$ cat config.mk
export PLATFORM = sky130hd
export DESIGN_NAME = display_manager_gen
export DESIGN_NICKNAME = d
export VERILOG_FILES = /design/src/rtl/display_manager_gen.sv
export SDC_FILE = /design/constraint.sdc
export NUM_CORES = 1
export LEC_CHECK = 0
export ABC_AREA = 1
export CAP_MARGIN = 20
export CORE_MARGIN = 1.5
export CORE_UTILIZATION = 50
export DETAILED_ROUTE_END_ITERATION = 12
export PLACE_DENSITY = 0.85
export SLEW_MARGIN = 20
export SYNTH_ARGS = -nofsm -noshare
export SYNTH_HDL_FRONTEND = slang
export SYNTH_SLANG_ARGS = --single-unit
$ cat constraint.sdc
create_clock -name clock -period 2.2 [get_ports clock]
set_input_delay 0.66 -clock clock [delete_from_list [all_inputs] [get_ports clock]]
set_output_delay 0.66 -clock clock [all_outputs]
set_load 0.05 [all_outputs]
$ cat src/rtl/display_manager_gen.sv
// Display page generator for the Bulls & Cows game: turns the FSM state and the
// game data into NUM_DIGITS registered display codes (slot 1 is the rightmost).
module display_manager_gen #(
  parameter int unsigned NUM_DIGITS   = 8,
  parameter int unsigned CODE_W       = 6,
  parameter int unsigned ENTRY_DIGITS = 4,
  parameter int unsigned BLINK_DIV    = 25000000,
  localparam int unsigned CNT_W       = $clog2(ENTRY_DIGITS + 1)
) (
  input  logic                         clock,
  input  logic                         reset,
  input  logic                         confirm,
  input  logic [2:0]                   current_state,
  input  logic [4*ENTRY_DIGITS-1:0]    entry_digits,
  input  logic [CNT_W-1:0]             bulls,
  input  logic [CNT_W-1:0]             cows,
  output logic [NUM_DIGITS*CODE_W-1:0] d
);

  localparam logic [2:0] ST_IDLE      = 3'd0;
  localparam logic [2:0] ST_SECRET_J1 = 3'd1;
  localparam logic [2:0] ST_SECRET_J2 = 3'd2;
  localparam logic [2:0] ST_GUESS_J1  = 3'd3;
  localparam logic [2:0] ST_GUESS_J2  = 3'd4;
  localparam logic [2:0] ST_WIN_J1    = 3'd5;
  localparam logic [2:0] ST_WIN_J2    = 3'd6;
  localparam logic [2:0] ST_RESULT    = 3'd7;

  localparam logic [CODE_W-1:0] CODE_BLANK = CODE_W'(6'h23);
  localparam logic [CODE_W-1:0] CODE_DASH  = CODE_W'(6'h3F);
  localparam logic [CODE_W-1:0] CODE_J     = CODE_W'(6'h37);
  localparam logic [CODE_W-1:0] CODE_B     = CODE_W'(6'h2B);
  localparam logic [CODE_W-1:0] CODE_C     = CODE_W'(6'h2F);

  localparam int unsigned BLINK_W = (BLINK_DIV > 1) ? $clog2(BLINK_DIV) : 1;
  localparam logic [BLINK_W-1:0] BLINK_LAST = BLINK_W'(BLINK_DIV - 1);

  function automatic logic [CODE_W-1:0] digit_code(input logic [3:0] v);
    if (v > 4'd9) return CODE_DASH;
    return CODE_W'(v);
  endfunction

  function automatic logic [CODE_W-1:0] count_code(input logic [CNT_W-1:0] v);
    if (32'(v) > 32'd9) return CODE_DASH;
    return CODE_W'(v);
  endfunction

  logic                                   confirm_prev_q;
  logic [2:0]                             prev_state_q;
  logic                                   mask_q, mask_d;
  logic [1:0]                             last_player_q, last_player_d;
  logic [BLINK_W-1:0]                     blink_cnt_q, blink_cnt_d;
  logic                                   visible_q, visible_d;
  logic [NUM_DIGITS-1:0][CODE_W-1:0]      d_q, d_d;
  logic [ENTRY_DIGITS-1:0][CODE_W-1:0]    entry_code;

  logic tick, entry, is_secret, is_guess, is_win;
  logic [CODE_W-1:0] player_code;

  assign tick      = confirm & ~confirm_prev_q;
  assign entry     = current_state != prev_state_q;
  assign is_secret = (current_state == ST_SECRET_J1) || (current_state == ST_SECRET_J2);
  assign is_guess  = (current_state == ST_GUESS_J1)  || (current_state == ST_GUESS_J2);
  assign is_win    = (current_state == ST_WIN_J1)    || (current_state == ST_WIN_J2);
  assign player_code = ((current_state == ST_SECRET_J1) || (current_state == ST_GUESS_J1) ||
                        (current_state == ST_WIN_J1)) ? CODE_W'(1) : CODE_W'(2);

  // NOTE: every always_comb output gets a default first so no path leaves it unassigned (no latches).
  always_comb begin
    mask_d        = mask_q;
    last_player_d = last_player_q;
    blink_cnt_d   = blink_cnt_q;
    visible_d     = visible_q;

    // State entry re-arms the mask even if a confirm edge lands in the same cycle.
    if (is_secret) begin
      if (entry)     mask_d = 1'b1;
      else if (tick) mask_d = ~mask_q;
    end

    if (current_state == ST_GUESS_J1)      last_player_d = 2'd1;
    else if (current_state == ST_GUESS_J2) last_player_d = 2'd2;

    if (entry) begin
      blink_cnt_d = '0;
      visible_d   = 1'b1;
    end else if (is_win) begin
      if (blink_cnt_q == BLINK_LAST) begin
        blink_cnt_d = '0;
        visible_d   = ~visible_q;
      end else begin
        blink_cnt_d = blink_cnt_q + 1'b1;
      end
    end
  end

  always_comb begin
    for (int i = 0; i < ENTRY_DIGITS; i++) begin
      entry_code[i] = digit_code(entry_digits[4*i +: 4]);
    end

    d_d = {NUM_DIGITS{CODE_BLANK}};
    if (is_secret || is_guess || (is_win && visible_q)) begin
      d_d[NUM_DIGITS-1] = CODE_J;
      d_d[NUM_DIGITS-2] = player_code;
      for (int i = 0; i < ENTRY_DIGITS; i++) begin
        d_d[i] = (is_secret && mask_q) ? CODE_DASH : entry_code[i];
      end
    end else if (current_state == ST_RESULT) begin
      d_d[NUM_DIGITS-1] = CODE_J;
      d_d[NUM_DIGITS-2] = CODE_W'(last_player_q);
      d_d[3]            = CODE_B;
      d_d[2]            = count_code(bulls);
      d_d[1]            = CODE_C;
      d_d[0]            = count_code(cows);
    end
  end

  // NOTE: sequential state uses non-blocking assignments so all registers update from the same pre-edge values.
  always_ff @(posedge clock) begin
    if (reset) begin
      confirm_prev_q <= 1'b0;
      prev_state_q   <= ST_IDLE;
      mask_q         <= 1'b1;
      last_player_q  <= 2'd1;
      blink_cnt_q    <= '0;
      visible_q      <= 1'b1;
      d_q            <= {NUM_DIGITS{CODE_BLANK}};
    end else begin
      confirm_prev_q <= confirm;
      prev_state_q   <= current_state;
      mask_q         <= mask_d;
      last_player_q  <= last_player_d;
      blink_cnt_q    <= blink_cnt_d;
      visible_q      <= visible_d;
      d_q            <= d_d;
    end
  end

  assign d = d_q;

endmodule
# Word level (Yosys, flattened, before mapping)
# Index checks and enable logic that the tools add are counted.
[word_totals]
ff_bits = 81
elab_cells = 72
[op_classes]
muxes = 24
n_bitwise = 4
n_reduce_logical = 15
n_eq_ne = 9
add_sub_neg = 1
magnitude_cmp = 4
[op_table]
columns = ["op", "n"]
rows = [
  ["6-bit 2-to-1 mux", 12],
  ["25-bit by 1-bit adder with 25-bit output (second input constant)", 1],
  ["25-bit equality test (second input constant)", 1],
  ["25-bit 2-to-1 mux", 1],
  ["24-bit 2-to-1 mux", 1],
  ["11-bit 2-to-1 mux", 2],
  ["22-bit 2-to-1 mux", 1],
  ["4-bit greater-than comparator (second input constant)", 4],
  ["3-bit equality test (second input constant)", 4],
  ["1-bit logical OR", 7],
  ["3-bit by 2-bit equality test with 1-bit output (second input constant)", 2],
  ["1-bit 2-to-1 mux", 6],
  ["2-bit OR reduction", 3],
  ["2-bit AND reduction", 2],
  ["3-bit by 1-bit equality test with 1-bit output (second input constant)", 1],
  ["3-bit inequality test", 1],
  ["1-bit inverter", 3],
  ["1-bit logical AND", 2],
  ["2-bit 2-to-1 mux", 1],
  ["2-bit nonzero test", 1],
  ["1-bit AND", 1],
]

# Longest topological paths before layout
# Gate-level depths: netlist (run 1).
[depth]
ltp_word = 5
depth_mapped = 10
ltp_nobuf = 10

# Worst setup path before layout (run 1)
# Ideal clock, no wire load.
[synth_path]
path_type = "input to register"
startpoint = "input current_state[2]"
endpoint = "register d_q (netlist bit d[14])"
path_buffers = 2
arrival_ns = 1.568
stages = 9
setup_time_ns = 0.121
slack_ns = 0.510
required_ns = 2.079
cell_sequence = "buf_4 -> inv_1 -> nand3_1 -> nand2_1 -> nor2_4 -> nand2_2 -> buf_6 -> nand3_1 -> nand3_1"
[synth_between]
elab_chain_cells = 5
elab_cells_between_ends = 17
cone_classes = "7 x eq/ne; 3 x mux; 7 x reduce/logical"
[synth_rtl]
columns = ["item", "line", "source"]
rows = [
  ["start: declaration", "13", "input logic [2:0] current_state,"],
  ["3-bit by 1-bit equality test with 1-bit output (tied with other cells)", "62", "assign is_secret = (current_state == ST_SECRET_J1) || (current_state == ST_SECRET_J2);"],
  ["1-bit logical OR, on equally long branches", "62, 63, 64", ""],
  ["1-bit logical AND (tied with other cells)", "107", "d_d[i] = (is_secret && mask_q) ? CODE_DASH : entry_code[i];"],
  ["6-bit 2-to-1 mux or 1-bit logical OR (tied branches)", "107, 103", ""],
  ["24-bit 2-to-1 mux *", "103", "if (is_secret || is_guess || (is_win && visible_q)) begin"],
  ["end signal: assignment", "128", "d_q <= {NUM_DIGITS{CODE_BLANK}};"],
  ["end: declaration", "54", "logic [NUM_DIGITS-1:0][CODE_W-1:0] d_q, d_d;"],
]
# Every way passes the cells marked *; elsewhere a longest branch is shown, timed or not.
# A chain may end at the register's enable or synchronous reset.

==> flow_metrics.tcl, run 1 <==
set metrics [dict create \
    fill_cells 490 \
    ctsHoldBuffers 0 \
    cts.sinks 61 \
    path_depth 1 \
    status "finished, final reports clean" \
    period_minus_slack_ns 2.15 \
    multi_input_area_um2 1460 \
    num_vias 2901 \
    crit_type "reg -> out" \
    arrival_ns 1.49 \
    hold_viol_final 0 \
    synth_xor_area_frac 0.0253 \
    drtIter0Drc 193 \
    ys_seq_area_frac 0.405 \
    ys_types 31 \
    synth-compound-area-share 0.0518 \
    muxShareOfSynthArea 0 \
    fin_crit_sh 0.979 \
    crit_family "buffers and inverters" \
    synth_edf_count 0 \
    place_inst 581 \
    worst_r2r_path_depth 9 \
    post_cts_resized 0 \
    drt_wl_total_um 7270 \
    yosysMostFrequentCell "nand2_1" \
    setup_viol 0 \
    ant_nets 0 \
    synthArstFlopShare 0 \
    regArea_um2 1220 \
    io_buffer_count 56 \
    worstPathMaxFanout 2 \
    ir_worst_vdd_mv 0.537 \
    core_area_um2 5890 \
    utilization 0.673 \
    fp-row-count 28 \
    slew_viol_final 0 \
    critPathRequiredTime_ns 1.54 \
    track_usage 0.242 \
    synth_fa_ha_area_frac 0.00415 \
    start_util 0.513 \
    cap_violations 0 \
    drt_first_pass_iters 4 \
    io_pins 76 \
    critPathBufInv 1 \
    yosysTopAreaCellShare 0.405 \
    synthSimpleGateAreaFrac 0.379 \
    slowest_delay_ns 0.81 \
    num_antenna_cells 0 \
    drc_errors 0 \
    fin_ws_ns 0.0455 \
    rsz0062_at_grt "false" \
    syn_area_per_cell_um2 6.99 \
    avgViaCountPerCell 4.86 \
    worst_slew_pin_slew_ns 0.529 \
    antenna_found_initial 0 \
    finClkSkew_ns 0.0113 \
    hold_class "reg -> reg" \
    max_freq_ghz 0.464 \
    fin_total_pwr_mw 2.84 \
    path_clk_slew_ns 0.08 \
    synth_warnings 0 \
    ys_ff_latch 61 \
    crit_slowest_cell "clkdlybuf4s50_1" \
    avgRoutedWirePerCell_um 12.2 \
    ctsRootBufferMaster "clkbuf_8" \
    crit_chain "clkdlybuf4s50_1" \
    holdPathStages 2 \
    grt_start_max_net_pins 16 \
    die_height_um 80.7 \
    clk_latency_ns 0.35 \
    area_growth_pct 31.3 \
    cp-end-kind "output pin" \
    grt_pass1_vias 2766 \
    die-width_um 80.7 \
    synth_top_family_by_area "simple AND/OR/NAND/NOR gates" \
    nNetsFinal 546 \
    dpl.hpwl_um 5520 \
    clock_path_buffers 2 \
    synthTopCellsByArea "dfxtp_1 (40%), nand2_1 (13%), nor2_1 (9.0%)" \
    relSlewSlack 0.646 \
    powerDensity_nw_per_um2 716 \
    synth_cells 432 \
    postCtsSetupRepairBufs 0 \
    final_cells 597 \
    p_leak_nw 1.72 \
    synth_area_um2 3020 \
    htree_levels 3 \
    pre_cts_ws_ns -0.126 \
    grt_pass1_wl_um 12000 \
    synthFlopType "dfxtp_1" \
    cts_tree "yes" \
    place.gp.congestion 0.934 \
    start_kind "flip-flop" \
    yosys.area.top_type "dfxtp_1" \
    cts_made_buffers 9 \
    gr-total-overflow 0 \
    synth_common_cells "nand2_1 (107), nor2_1 (72), dfxtp_1 (61)" \
    layout-drive-gt1-share 0.138 \
    die_area_um2 6510 \
]
## sequential cells by signal (all words and copies together) (netlist names)
register,flops
d,28
prev_state_q,3
visible_q,1
confirm_prev_q,1
last_player_q,2
mask_q,1
blink_cnt_q,25
## cell families (layout without fill, tap and decap cells)
logic type	Yosys count	count (layout)
buffers and inverters	79	152
other	2	19
flip-flops	61	61
XOR/XNOR	7	7
AND/OR/NAND/NOR	255	255
AO/OA/AOI/OAI	27	27
adder cells (fa/ha/maj)	1	1
## layout by cell type, fill, tap and decap left out
master and n:
a21oi_1 13, a21oi_4 1, and2_1 1, buf_12 1, buf_4 27, bufinv_16 2
clkbuf_1 1, clkbuf_8 9, clkdlybuf4s50_1 55, clkinv_2 2, clkinv_4 2, conb_1 19
dfxtp_1 61, ha_1 1, inv_1 48, inv_2 5, nand2_1 107, nand2_2 8
nand2_4 1, nand3_1 40, nand3_2 2, nand3b_1 6, nand4_1 6, nand4_4 1
nor2_1 72, nor2_2 4, nor2_4 2, nor3_1 1, nor3b_1 1, o211ai_1 3
o21ai_0 9, o21bai_1 1, or2_2 3, xnor2_1 3, xnor2_2 2, xor2_1 2
## worst paths after layout
check / from / end / slack (ns)
worst max register to register: blink_cnt_q[0] / blink_cnt_q[18] / 0.45
worst min register to register: last_player_q[1] / last_player_q[1] / 0.45
worst max-delay path: d[44] / d[46] / 0.05
worst min-delay path: last_player_q[1] / last_player_q[1] / 0.45
## cell type report
| type | instances | area share |
|---|---|---|
| timing repair buffer | 83 | 0.195 |
| inverter | 53 | 0.0502 |
| multi-input combinational | 309 | 0.368 |
| clock buffer | 10 | 0.0322 |
| sequential | 61 | 0.308 |
| clock inverter | 6 | 0.0221 |
| tap | 75 | 0.0237 |
## stage by stage
step / hold slack [ns] / TNS (ns) / area (um2)
2_1_floorplan: 0.418 / 0 / 3080
3_3_place_gp: 0.429 / -0.554 / 3750
3_5_place_dp: 0.442 / -2.31 / 3750
4_1_cts: 0.452 / 0 / 3960
5_1_grt: 0.468 / 0 / 3960
6_report: 0.448 / 0 / 3960
## power by group
group | switching, mW | total (mW) | internal (mW)
combinational | 0.375 | 0.568 | 0.193
clock | 0.461 | 1.10 | 0.638
sequential | 0.0170 | 1.17 | 1.15
total | 0.853 | 2.84 | 1.98
## metal layers
metal / routed length (um) / track usage / vias up
li1: - / - / 1480
met1: 2900 / 0.257 / 1297
met2: 3610 / 0.428 / 106
met3: 561 / 0.0773 / 18
met4: 197 / 0.121 / 0
met5: 0 / 0 / -
(Power assumes the default switching activity.)
==> run 2: changes to the inputs <==
==> constraint.sdc (replaced) <==
create_clock -name clock -period 2.2 [get_ports clock]
set_input_delay 0.66 -clock clock [delete_from_list [all_inputs] [get_ports clock]]
set_output_delay 0.66 -clock clock [all_outputs]
set_load 0.005 [all_outputs]
==> run 2 against run 1 <==
Wire length is 0.78% higher. Clock skew hardly changed. Total power is 9.6% lower. Largest power group unchanged.
==> flow_metrics.tcl, run 2 (synthesized netlist as in run 1, its figures left out) <==
set metrics [dict create \
    io_pins 76 \
    largest_register_ffs 28 \
    p_leak_nw 1.71 \
    grt_pass1_vias 2757 \
    cts_tree "yes" \
    drt_wl_total_um 7320 \
    dpl.hpwl_um 5680 \
    path_clk_slew_ns 0.07 \
    clock_path_buffers 2 \
    nNetsFinal 546 \
    placedInstanceArea_um2 3750 \
    worstPathMaxFanout 9 \
    postCtsSetupRepairBufs 0 \
    antenna_found_initial 0 \
    hold_viol_final 0 \
    slew_viol_final 0 \
    timing.rr.end "blink_cnt_q[18]" \
    p_int_mw 1.91 \
    num_antenna_cells 0 \
    reg2reg_from "blink_cnt_q[0]" \
    hold_class "reg -> reg" \
    avgRoutedWirePerCell_um 12.3 \
    critPathRequiredTime_ns 2.48 \
    fp-row-count 28 \
    holdPathStages 2 \
    period_minus_slack_ns 1.96 \
    place_inst 581 \
    pwr-share-seq 0.456 \
    cap_violations 0 \
    p_switching_mw 0.658 \
    ir_worst_vdd_mv 0.464 \
    start_util 0.513 \
    layout-drive-gt1-share 0.138 \
    power_frac_clock 0.402 \
    post_cts_resized 0 \
    fin_ws_ns 0.235 \
    final_cell_mix "nand2_1 (107), nor2_1 (72), dfxtp_1 (61)" \
    drc_errors 0 \
    min_to "last_player_q[1]" \
    track_usage 0.243 \
    r2r_slack_ns 0.43 \
    fill_cells 486 \
    drt_first_pass_iters 4 \
    cts_made_buffers 9 \
    die_height_um 80.7 \
    pre_cts_ws_ns -0.0950 \
    cp-end-kind "flip-flop" \
    regArea_um2 1220 \
    place.gp.congestion 0.934 \
    hold_slack_ns 0.459 \
    start_kind "primary input" \
    ant_nets 0 \
    pwr-share-comb 0.142 \
    num_vias 2912 \
    layout_commonest_cell "nand2_1" \
    drtIter0Drc 192 \
    ctsRootBufferMaster "clkbuf_8" \
    avgViaCountPerCell 4.88 \
    grt_start_max_net_pins 16 \
    fin_crit_sh 0.893 \
    final_cells 597 \
    status "finished, final reports clean" \
    multi_input_area_um2 1460 \
    finClkSkew_ns 0.0110 \
    die_area_um2 6510 \
    grt_pass1_wl_um 12100 \
    rsz0062_at_grt "false" \
    area_growth_pct 31.1 \
    core_area_um2 5890 \
    setup_viol 0 \
    die-width_um 80.7 \
    crit_type "in -> reg" \
    powerDensity_nw_per_um2 648 \
    hold_path.startpoint "last_player_q[1]" \
    final_cell_area_um2 3960 \
    worst_r2r_path_depth 9 \
    arrival_ns 2.24 \
    max_freq_ghz 0.509 \
    clk_latency_ns 0.34 \
    htree_levels 3 \
    ctsHoldBuffers 0 \
    sw_frac_of_total 0.256 \
    gr-total-overflow 0 \
    io_buffer_count 56 \
    cts.sinks 61 \
]
==> run 2: changes by cell type in the layout (fill, tap and decap cells not counted) <==
cell / delta
clkdlybuf4s50_1: +1
buf_4: -1
clkinv_2: -2
clkbuf_1: -1
inv_6: +2
bufinv_16: -1
clkbuf_8: +1
clkinvlp_4: +3
clkinv_4: -2
==> run 2: layer usage <==
metal / up-vias / GRT usage / share of wire
met5: - / 0 / 0
met4: 0 / 0.122 / 0.027
met3: 23 / 0.0750 / 0.072
met2: 100 / 0.424 / 0.50
met1: 1314 / 0.264 / 0.40
li1: 1475 / - / -
==> run 2: worst max-delay path by stage <==
stage          cells past startpoint              end  slack [ns]             start
2_1_floorplan                      9            d[14]        0.51  current_state[2]
3_3_place_gp                       9            d[14]       -0.07  current_state[2]
3_5_place_dp                       9            d[14]        -0.1  current_state[2]
4_1_cts                            8            d[20]        0.24  current_state[0]
5_1_grt                           10  blink_cnt_q[18]        0.09  current_state[0]
6_report                          10  blink_cnt_q[18]        0.24  current_state[0]
==> run 2: worst max-delay path, stage by stage <==
cell and delay [ns]:
clkdlybuf4s50_1 0.54, buf_4 0.17, nand2_2 0.08, nand2_1 0.09
nand2_2 0.12, nor2_4 0.25, nand3_2 0.10, nand2_1 0.07
nand2_1 0.05, nor2_1 0.10
==> run 2: layout make-up <==
cell class	instances	share of cell area
inverters	53	0.0503
well taps	75	0.0237
clock inverters	6	0.0177
clock buffers	10	0.0348
multi-input cells	309	0.369
flip-flops and latches	61	0.309
repair buffers	83	0.196
==> run 2: through the flow <==
step | power, mW | TNS [ns] | util
2_1_floorplan | 1.38 | 0 | -
3_3_place_gp | 1.54 | -0.554 | 0.637
3_5_place_dp | 1.55 | -1.87 | 0.637
4_1_cts | 2.58 | 0 | 0.672
5_1_grt | 2.66 | 0 | 0.672
6_report | 2.56 | 0 | 0.672
==> run 2: power by group through the flow <==
stage | combinational, mW | clock, mW | sequential (mW)
3_3_place_gp | 0.350 | 0 | 1.19
4_1_cts | 0.364 | 1.04 | 1.17
3_5_place_dp | 0.359 | 0 | 1.19
6_report | 0.363 | 1.03 | 1.17
5_1_grt | 0.395 | 1.09 | 1.17
2_1_floorplan | 0.178 | 0 | 1.20
==> run 3: changes to the inputs <==
CORE_MARGIN = not set   (was 1.5)
==> run 3 against run 2 <==
Total power increased by 8.3%. Setup slack worse by 0.12 ns. Critical path depth fell by 1. Sequential power barely moved. Sequential share of layout area decreased by 0.43 points. Count of clock-buffer cells in the layout grew 1. Core utilization rose by 3.5 points. Register-to-register slack gained 0.06 ns. Clock power up 21%. Wire length shrank 2.5%. First-iteration DRC count shrank 34%. Non-clock buffer count is 3 higher. Critical endpoint is now blink_cnt_q[21]. Largest cell class unchanged.
==> flow_metrics.tcl, run 3 (synthesized netlist as in run 1, its figures left out) <==
set metrics [dict create \
    r2r_slack_ns 0.49 \
    endpoint "blink_cnt_q[21]" \
    postCtsSetupRepairBufs 0 \
    cts_made_buffers 9 \
    crit_chain "clkdlybuf4s50_1, inv_1, nand3_1, nand2_2, nand2_2, nor2_1, nand3_1, nand2_1, nor2_1" \
    fin_crit_sh 0.945 \
    io_pins 76 \
    p_switching_mw 0.614 \
    drtIter0Drc 126 \
    nNetsFinal 549 \
    pre_cts_ws_ns -0.197 \
    crit_family "simple AND/OR/NAND/NOR gates" \
    status "finished, final reports clean" \
    p_int_mw 2.16 \
    num_vias 2889 \
    layout_commonest_cell "nand2_1" \
    reg2reg_from "blink_cnt_q[0]" \
    start_util 0.532 \
    ctsRootBufferMaster "clkbuf_8" \
    die_area_um2 6350 \
    drt_first_pass_iters 4 \
    grt_pass1_wl_um 12100 \
    start_kind "primary input" \
    slowest_delay_ns 0.51 \
    grt_start_max_net_pins 16 \
    cts_tree "yes" \
    finClkSkew_ns 0.0107 \
    use_met1 0.266 \
    max_freq_ghz 0.481 \
    grt.busiest_layer "met2" \
    critPathBufInv 2 \
    slew_viol_final 0 \
    antenna_found_initial 0 \
    fp-row-count 27 \
    period_minus_slack_ns 2.08 \
    htree_levels 3 \
    worst_r2r_path_depth 9 \
    ctsHoldBuffers 0 \
    dpl.hpwl_um 5350 \
    place.gp.congestion 0.875 \
    worstPathMaxFanout 6 \
    p_leak_nw 1.75 \
    pwr-share-comb 0.129 \
    clock_path_buffers 2 \
    cp-startpoint "current_state[1]" \
    post_cts_resized 0 \
    setup_viol 0 \
    die-width_um 79.7 \
    core_area_um2 5680 \
    layout-drive-gt1-share 0.143 \
    timing.rr.end "blink_cnt_q[18]" \
    path_clk_slew_ns 0.07 \
    area_growth_pct 33.0 \
    hold_slack_ns 0.444 \
    powerDensity_nw_per_um2 692 \
    cap_violations 0 \
    ir_worst_vdd_mv 0.521 \
    drc_errors 0 \
    die_height_um 79.7 \
    ant_nets 0 \
    avgViaCountPerCell 4.84 \
    met3_usage 0.0971 \
    clk_latency_ns 0.34 \
    hold_viol_final 0 \
    crit_slowest_cell "clkdlybuf4s50_1" \
    final_cells 597 \
    power_frac_clock 0.450 \
    path_depth 9 \
    cp-end-kind "flip-flop" \
    placedInstanceArea_um2 3750 \
    gr-total-overflow 0 \
    fin_total_pwr_mw 2.78 \
    io_buffer_count 56 \
    largest_register_ffs 28 \
    place_inst 581 \
    fin_ws_ns 0.120 \
    arrival_ns 2.30 \
    drt_wl_total_um 7140 \
    crit_type "in -> reg" \
    final_cell_mix "nand2_1 (107), nor2_1 (72), dfxtp_1 (61)" \
    num_antenna_cells 0 \
    final_cell_area_um2 4010 \
    pwr-share-seq 0.421 \
    rsz0062_at_grt "false" \
    critPathRequiredTime_ns 2.42 \
    hold_path.startpoint "last_player_q[1]" \
    sw_frac_of_total 0.221 \
    hold_class "reg -> reg" \
    avgRoutedWirePerCell_um 12.0 \
    grt_pass1_vias 2709 \
    fill_cells 434 \
    track_usage 0.251 \
    cts.sinks 61 \
    grt.met2_usage 0.438 \
]
## run 3: cell types whose count changed in the layout (fill, tap and decap cells not counted), sizes merged
cell	change
clkinvlp	-2
inv	-2
buf	+3
bufinv	+2
clkinv	+1
clkbuf	+1
## run 3: layout make-up
class,instances,area [um2],share of cell area
Timing Repair Buffer,86,786,0.196
Clock buffer,11,151,0.0377
Sequential cell,61,1220,0.304
Clock inverter,5,106,0.0265
Multi-Input combinational cell,309,1460,0.364
Tap cell,72,90.1,0.0225
Inverter,53,199,0.0496
## run 3: worst register-to-register path: cells and delay by family (launching register included)
family                   cells  cell delay, ns
AND/OR/NAND/NOR              7            0.99
flip-flops                   1            0.38
buffers and inverters        1            0.05
adder cells (fa/ha/maj)      1            0.23
## run 3: worst min-delay path by stage
stage                       end  slack, ns  cells past startpoint
2_1_floorplan  last_player_q[1]       0.42                      2
3_3_place_gp   last_player_q[1]       0.43                      2
3_5_place_dp   last_player_q[1]       0.44                      2
4_1_cts        last_player_q[1]       0.45                      2
5_1_grt        last_player_q[1]       0.47                      2
6_report       last_player_q[1]       0.44                      2
## run 3: power groups by stage
stage / Combinational (mW) / Sequential [mW] / Clock, mW
floorplan: 0.178 / 1.20 / 0
global placement: 0.349 / 1.19 / 0
detailed placement: 0.356 / 1.19 / 0
CTS: 0.359 / 1.17 / 1.27
global route: 0.393 / 1.17 / 1.32
finish: 0.358 / 1.17 / 1.25
## run 3: metrics by stage
step / TNS, ns / util
6_report: 0 / 0.707
5_1_grt: 0 / 0.707
4_1_cts: 0 / 0.707
3_5_place_dp: -4.57 / 0.662
3_3_place_gp: -0.990 / 0.662
2_1_floorplan: 0 / -
## run 3: layer usage
layer | vias up | wire length (um) | part of all wire
li1 | 1482 | - | -
met1 | 1298 | 3010 | 0.42
met2 | 97 | 3530 | 0.49
met3 | 12 | 480 | 0.067
met4 | 0 | 129 | 0.018
met5 | - | 0 | 0
